==> src/rtl/uart_boot_loader.sv <==
// ============================================================================
// Module   : uart_boot_loader
// Purpose  : Parses framed UART download packets into 32-bit RAM writes,
//            halts the CPU during a download, and returns a one-byte ack.
//            Optional inter-byte timeout: define UART_LOADER_TIMEOUT_EN.
// Revision : 1.0 - initial release
// ============================================================================
`default_nettype none

module uart_boot_loader #(
  parameter logic [7:0]  SYNC_BYTE      = 8'hA5,
  parameter logic [7:0]  ACK_OK         = 8'h5A,
  parameter logic [7:0]  ACK_ERR        = 8'hEE,
  parameter logic [31:0] TIMEOUT_CYCLES = 32'd500000
) (
  input  logic        clk,
  input  logic        rst_n,
  input  logic [7:0]  rx_byte_i,
  input  logic        rx_valid_i,
  output logic        mem_we_o,
  output logic [31:0] mem_addr_o,
  output logic [31:0] mem_wdata_o,
  output logic [7:0]  tx_byte_o,
  output logic        tx_valid_o,
  input  logic        tx_ready_i,
  output logic        halt_o,
  output logic        load_done_o,
  output logic        load_err_o
);

  typedef enum logic [2:0] {
    S_IDLE = 3'd0,
    S_ADDR = 3'd1,
    S_LEN  = 3'd2,
    S_DATA = 3'd3,
    S_CSUM = 3'd4,
    S_RESP = 3'd5
  } state_t;

  state_t      r_state;
  logic [31:0] r_addr;
  logic [15:0] r_len;
  logic [15:0] r_word_cnt;
  logic [1:0]  r_byte_cnt;
  logic [7:0]  r_csum;
  logic [23:0] r_word;
  logic        r_err_pend;
`ifdef UART_LOADER_TIMEOUT_EN
  logic [31:0] r_tmo;
`endif

  logic [7:0]  w_csum_next;
  logic        w_last_word;
  logic [15:0] w_len_full;

  assign w_csum_next = r_csum + rx_byte_i;
  assign w_last_word = (r_word_cnt == r_len - 16'd1);
  assign w_len_full  = {rx_byte_i, r_len[7:0]};

  always_ff @(posedge clk or negedge rst_n) begin
    if (!rst_n) begin
      r_state     <= S_IDLE;
      r_addr      <= '0;
      r_len       <= '0;
      r_word_cnt  <= '0;
      r_byte_cnt  <= '0;
      r_csum      <= '0;
      r_word      <= '0;
      r_err_pend  <= 1'b0;
      mem_we_o    <= 1'b0;
      mem_addr_o  <= '0;
      mem_wdata_o <= '0;
      tx_byte_o   <= '0;
      tx_valid_o  <= 1'b0;
      halt_o      <= 1'b0;
      load_done_o <= 1'b0;
      load_err_o  <= 1'b0;
`ifdef UART_LOADER_TIMEOUT_EN
      r_tmo       <= '0;
`endif
    end else begin
      mem_we_o <= 1'b0;
      case (r_state)
        S_IDLE: begin
          if (rx_valid_i && rx_byte_i == SYNC_BYTE) begin
            r_csum      <= '0;
            r_byte_cnt  <= '0;
            r_word_cnt  <= '0;
            r_err_pend  <= 1'b0;
            load_done_o <= 1'b0;
            load_err_o  <= 1'b0;
            halt_o      <= 1'b1;
            r_state     <= S_ADDR;
`ifdef UART_LOADER_TIMEOUT_EN
            r_tmo       <= '0;
`endif
          end
        end
        S_ADDR: begin
          if (rx_valid_i) begin
            r_addr[{r_byte_cnt, 3'b000} +: 8] <= rx_byte_i;
            r_csum     <= w_csum_next;
            r_byte_cnt <= r_byte_cnt + 2'd1;
            if (r_byte_cnt == 2'd3) begin
              // Alignment bits live in the first (least significant) byte.
              if (r_addr[1:0] != 2'b00) r_err_pend <= 1'b1;
              r_state <= S_LEN;
            end
          end
        end
        S_LEN: begin
          if (rx_valid_i) begin
            r_csum <= w_csum_next;
            if (r_byte_cnt[0] == 1'b0) begin
              r_len[7:0] <= rx_byte_i;
              r_byte_cnt <= 2'd1;
            end else begin
              r_len[15:8] <= rx_byte_i;
              r_byte_cnt  <= 2'd0;
              r_word_cnt  <= '0;
              r_state     <= (w_len_full == 16'd0) ? S_CSUM : S_DATA;
            end
          end
        end
        S_DATA: begin
          if (rx_valid_i) begin
            r_csum     <= w_csum_next;
            r_byte_cnt <= r_byte_cnt + 2'd1;
            case (r_byte_cnt)
              2'd0:    r_word[7:0]   <= rx_byte_i;
              2'd1:    r_word[15:8]  <= rx_byte_i;
              2'd2:    r_word[23:16] <= rx_byte_i;
              default: begin
                if (!r_err_pend) begin
                  mem_we_o    <= 1'b1;
                  mem_addr_o  <= r_addr + {14'd0, r_word_cnt, 2'b00};
                  mem_wdata_o <= {rx_byte_i, r_word};
                end
                r_word_cnt <= r_word_cnt + 16'd1;
                if (w_last_word) r_state <= S_CSUM;
              end
            endcase
          end
        end
        S_CSUM: begin
          if (rx_valid_i) begin
            tx_valid_o <= 1'b1;
            r_state    <= S_RESP;
            if (rx_byte_i == r_csum && !r_err_pend) begin
              tx_byte_o   <= ACK_OK;
              load_done_o <= 1'b1;
            end else begin
              tx_byte_o  <= ACK_ERR;
              load_err_o <= 1'b1;
            end
          end
        end
        S_RESP: begin
          if (tx_ready_i) begin
            tx_valid_o <= 1'b0;
            halt_o     <= 1'b0;
            r_state    <= S_IDLE;
          end
        end
        default: r_state <= S_IDLE;
      endcase

`ifdef UART_LOADER_TIMEOUT_EN
      // Placed after the case so an expiry overrides the idle-state hold.
      if (r_state inside {S_ADDR, S_LEN, S_DATA, S_CSUM}) begin
        if (rx_valid_i) begin
          r_tmo <= '0;
        end else if (r_tmo == TIMEOUT_CYCLES - 32'd1) begin
          r_tmo      <= '0;
          r_state    <= S_RESP;
          tx_byte_o  <= ACK_ERR;
          tx_valid_o <= 1'b1;
          load_err_o <= 1'b1;
        end else begin
          r_tmo <= r_tmo + 32'd1;
        end
      end
`endif
    end
  end

endmodule

`default_nettype wire

==> config.mk <==
export PLATFORM = sky130hd
export DESIGN_NAME = uart_boot_loader
export DESIGN_NICKNAME = d
export VERILOG_FILES = /design/src/rtl/uart_boot_loader.sv
export SDC_FILE = /design/constraint.sdc
export NUM_CORES = 1
export LEC_CHECK = 0
export BUFFER_PORTS_ARGS = -buffer_cell sky130_fd_sc_hd__buf_4
export CORE_ASPECT_RATIO = 0.9
export CORE_UTILIZATION = 48
export CTS_BUF_LIST = sky130_fd_sc_hd__clkbuf_8
export DETAILED_ROUTE_END_ITERATION = 7
export PLACE_DENSITY = 0.66
export SLEW_MARGIN = 20
export SYNTH_ARGS = -nofsm -noshare
export SYNTH_HDL_FRONTEND = slang
export SYNTH_SLANG_ARGS = --single-unit
==> constraint.sdc <==
create_clock -name clk -period 2.9 [get_ports clk]
set_input_delay 0.435 -clock clk [delete_from_list [all_inputs] [get_ports clk]]
set_output_delay 0.435 -clock clk [all_outputs]
set_load 0.01 [all_outputs]
==> run_results.csv <==
group,metric,value,unit
status,status,"finished, final reports clean",
final_layout,drive_gt1_share,19.2,%
synthesis,syn-instance-count,961,
synthesis,synth_top_area_cell,"dfrtp_1",
die,fp.dieArea,19100,sq um
clocking,cts_max_path_buffers,2,
place,place_congestion,0.872,
drt,wirelength,21.2,mm
timing,finalCriticalPeriod,2.69,ns
clocking,cts-buffers-inserted,17,
final_layout,mostFrequentLayoutCells,"nand2_1, dfrtp_1, buf_4",
critical_path,critPathLaunchType,"flip-flop",
job,drv_cap,0,
critical_path,cp_max_fo,7,
timing,worst_slew_pin_slew,0.645,ns
pwr,powerDensity,750,nW/um^2
hold_path,min-delay-path-class,"in2reg",
synthesis,yosys_warnings,0,
global_route,grt_use_total,23.3,%
drt,detailedRoute.firstIterationViolations,508,
critical_path,end_kind,"flip-flop",
timing,finalHoldWorstSlack,0.288,ns
die,fp.coreArea,17900,sq um
timing,timing.fmax,0.371,GHz
drt,detail_route.first_pass.iterations,5,
die,dieWidth,146,um
clocking,cts.reportedPaths.clkPinSlew,0.09,ns
die,row_count,46,
synthesis,synth_nets,1007,
clocking,clk-insertion-delay-late,0.46,ns
timing,timing_hold_violations_final,0,
drt,routed_wire_length_per_instance,16.3,um
global_route,antenna_found_initial,0,
timing,max_slew_margin,57.0,%
pwr,total_leakage_power,5.01,nW
drt,ant_nets,0,
timing,final.period_utilization,92.8,%
synthesis,synth.avg_cell_area,9.28,sq um
die,pin_count,89,
synthesis,synthesis.area,8920,sq um
global_route,globalRoute.totalOverflow,0,
global_route,grt_max_degree,90,
place,portBuffers,87,
synthesis,synth_cell_types,63,
synthesis,synth-async-reset-ratio,100,%
synthesis,seq_area_frac_synth,48.8,%
critical_path,criticalPathCategory,"reg2reg",
place,dp_worst_setup_slack,0.107,ns
timing,maxSlewViolCount,0,
final_layout,final_common_cell,"nand2_1",
final_layout,syn_to_final_growth,16.7,%
timing,final.setup.tns,0,ns
clocking,cts_sinks,174,
synthesis,yosysTopAreaCellShare,48.8,%
final_layout,diodes,0,
die,die-height,131,um
clocking,cts_max_level,4,
final_layout,post_layout_instance_area,10400,sq um
critical_path,required,3.23,ns
pwr,power.total,7.81,mW
place,post-place-cells,1275,
pwr,irDropWorstVdd,0.000438,V
synthesis,number_of_enable_type_register_cells_in_the_synthesized_netlist,0,
final_layout,finalNonFillerCells,1307,
drt,drt-vias-per-instance,5.37,
global_route,grt_pass1_vias,6594,
synthesis,yosys_register_bits,174,
place,detailed_place_hpwl,14.6,mm
timing,final-setup-viol-count,0,
die,initial_utilization,49.8,%
clocking,clock-root-buffer,"clkbuf_8",
clocking,tritoncts,"built",
critical_path,worst-endpoint-arrival,3.02,ns
final_layout,fin_util,58.1,%
drt,dr_total_vias,7025,
global_route,grt_pass1_wl,35.0,mm
timing,finalClockSkew,0.0165,ns
timing,layout_setup_ws,0.208,ns
final_layout,num-nets-final,1101,
drt,post-route-drc-count,0,
synthesis,synthTopCellsByArea,"dfrtp_1, nand2_1, o21ai_0, mux2_2, ha_1",
timing,rsz0062_at_grt,"false",
synthesis,postSynth.topFlopCell,"dfrtp_1",
place,placement.cell_area,9970,sq um
-- sequential cells by signal, summed over array words and instances, names as in the netlist, 2 cells and up --
signal	flops
mem_addr_o	32
mem_wdata_o	32
r_addr	32
r_word	24
r_len	16
r_word_cnt	16
r_csum	8
r_state	3
tx_byte_o	3
r_byte_cnt	2
-- layout make-up --
type	count	area (sq um)
fillers	1587	7500
flip-flops and latches	174	4350
multi-input cells	718	4300
repair buffers	121	952
well taps	240	300
clock buffers	19	262
clock inverters	12	150
inverters	23	86.3
-- worst max-delay path: stages, from the launching register on --
cell and delay [ns]:
dfrtp_1 0.47, ha_1 0.38, nand2_1 0.11, nor2_2 0.18, o2111ai_1 0.20, a211oi_2 0.38
a221oi_2 0.11, buf_4 0.17, nor4b_2 0.32, xnor2_1 0.17, o21ai_1 0.07
-- routing by layer --
layer  wire [um]  global-route usage [%]  vias to the layer above
met1       10300                    34.2                     3381
met4         206                    5.50                        0
met5           0                       0                        -
met2        9540                    35.0                      162
li1            -                       -                     3469
met3        1150                    4.97                       13
-- final timing paths --
| path | startpoint | end | slack (ns) | cells after the start |
|---|---|---|---|---|
| worst max-delay path | r_word_cnt[7] | mem_addr_o[31] | 0.21 | 10 |
| worst min register to register | r_word[5] | mem_wdata_o[5] | 0.47 | 2 |
| worst min-delay path | rx_byte_i[1] | r_len[1] | 0.29 | 3 |
| min in group asynchronous | rst_n | mem_addr_o[21] | 0.53 | 2 |
| max in group asynchronous | rst_n | r_len[1] | 1.55 | 3 |
| worst max register to register | r_word_cnt[7] | mem_addr_o[31] | 0.21 | 10 |
-- power breakdown --
| part | internal, mW | total (mW) | switching (mW) | leakage, nW |
|---|---|---|---|---|
| logic | 1.17 | 2.57 | 1.40 | 2.46 |
| registers | 2.97 | 3.46 | 0.491 | 2.34 |
| clock network | 0.833 | 1.77 | 0.940 | 0.210 |
-- cell usage after synthesis (4+ instances only) --
library cell and instances:
a21o_1 9, a21oi_1 39, a31oi_1 5, and3_1 10
buf_2 6, buf_4 5, clkbuf_1 33, dfrtp_1 174
ha_1 32, inv_1 23, mux2_2 36, nand2_1 261
nand2b_1 4, nand3_1 18, nand4_1 8, nor2_1 33
nor2b_1 12, nor3_1 8, nor3b_1 5, nor4_1 9
o21ai_0 100, o22ai_1 6, or3_1 6, or4_1 4
xnor2_1 40, xor2_1 16
-- cells by family after synthesis --
logic type | count (synthesis) | share of synthesized area (%)
simple gates | 393 | 19.8
compound gates | 195 | 12.9
flops | 174 | 48.8
buf+inv | 69 | 3.20
xor+xnor | 56 | 5.50
mux | 39 | 4.88
fa+ha+maj | 34 | 4.94
other cells | 1 | 0.0421
-- timing repair --
action,4_1_cts,5_1_grt
resized for setup,0,3
endpoints found under the hold margin,25,0
hold buffers,1,0
buffers inserted,0,0
endpoints found under the setup margin,0,4
Power figures use the tool's default switching activity.
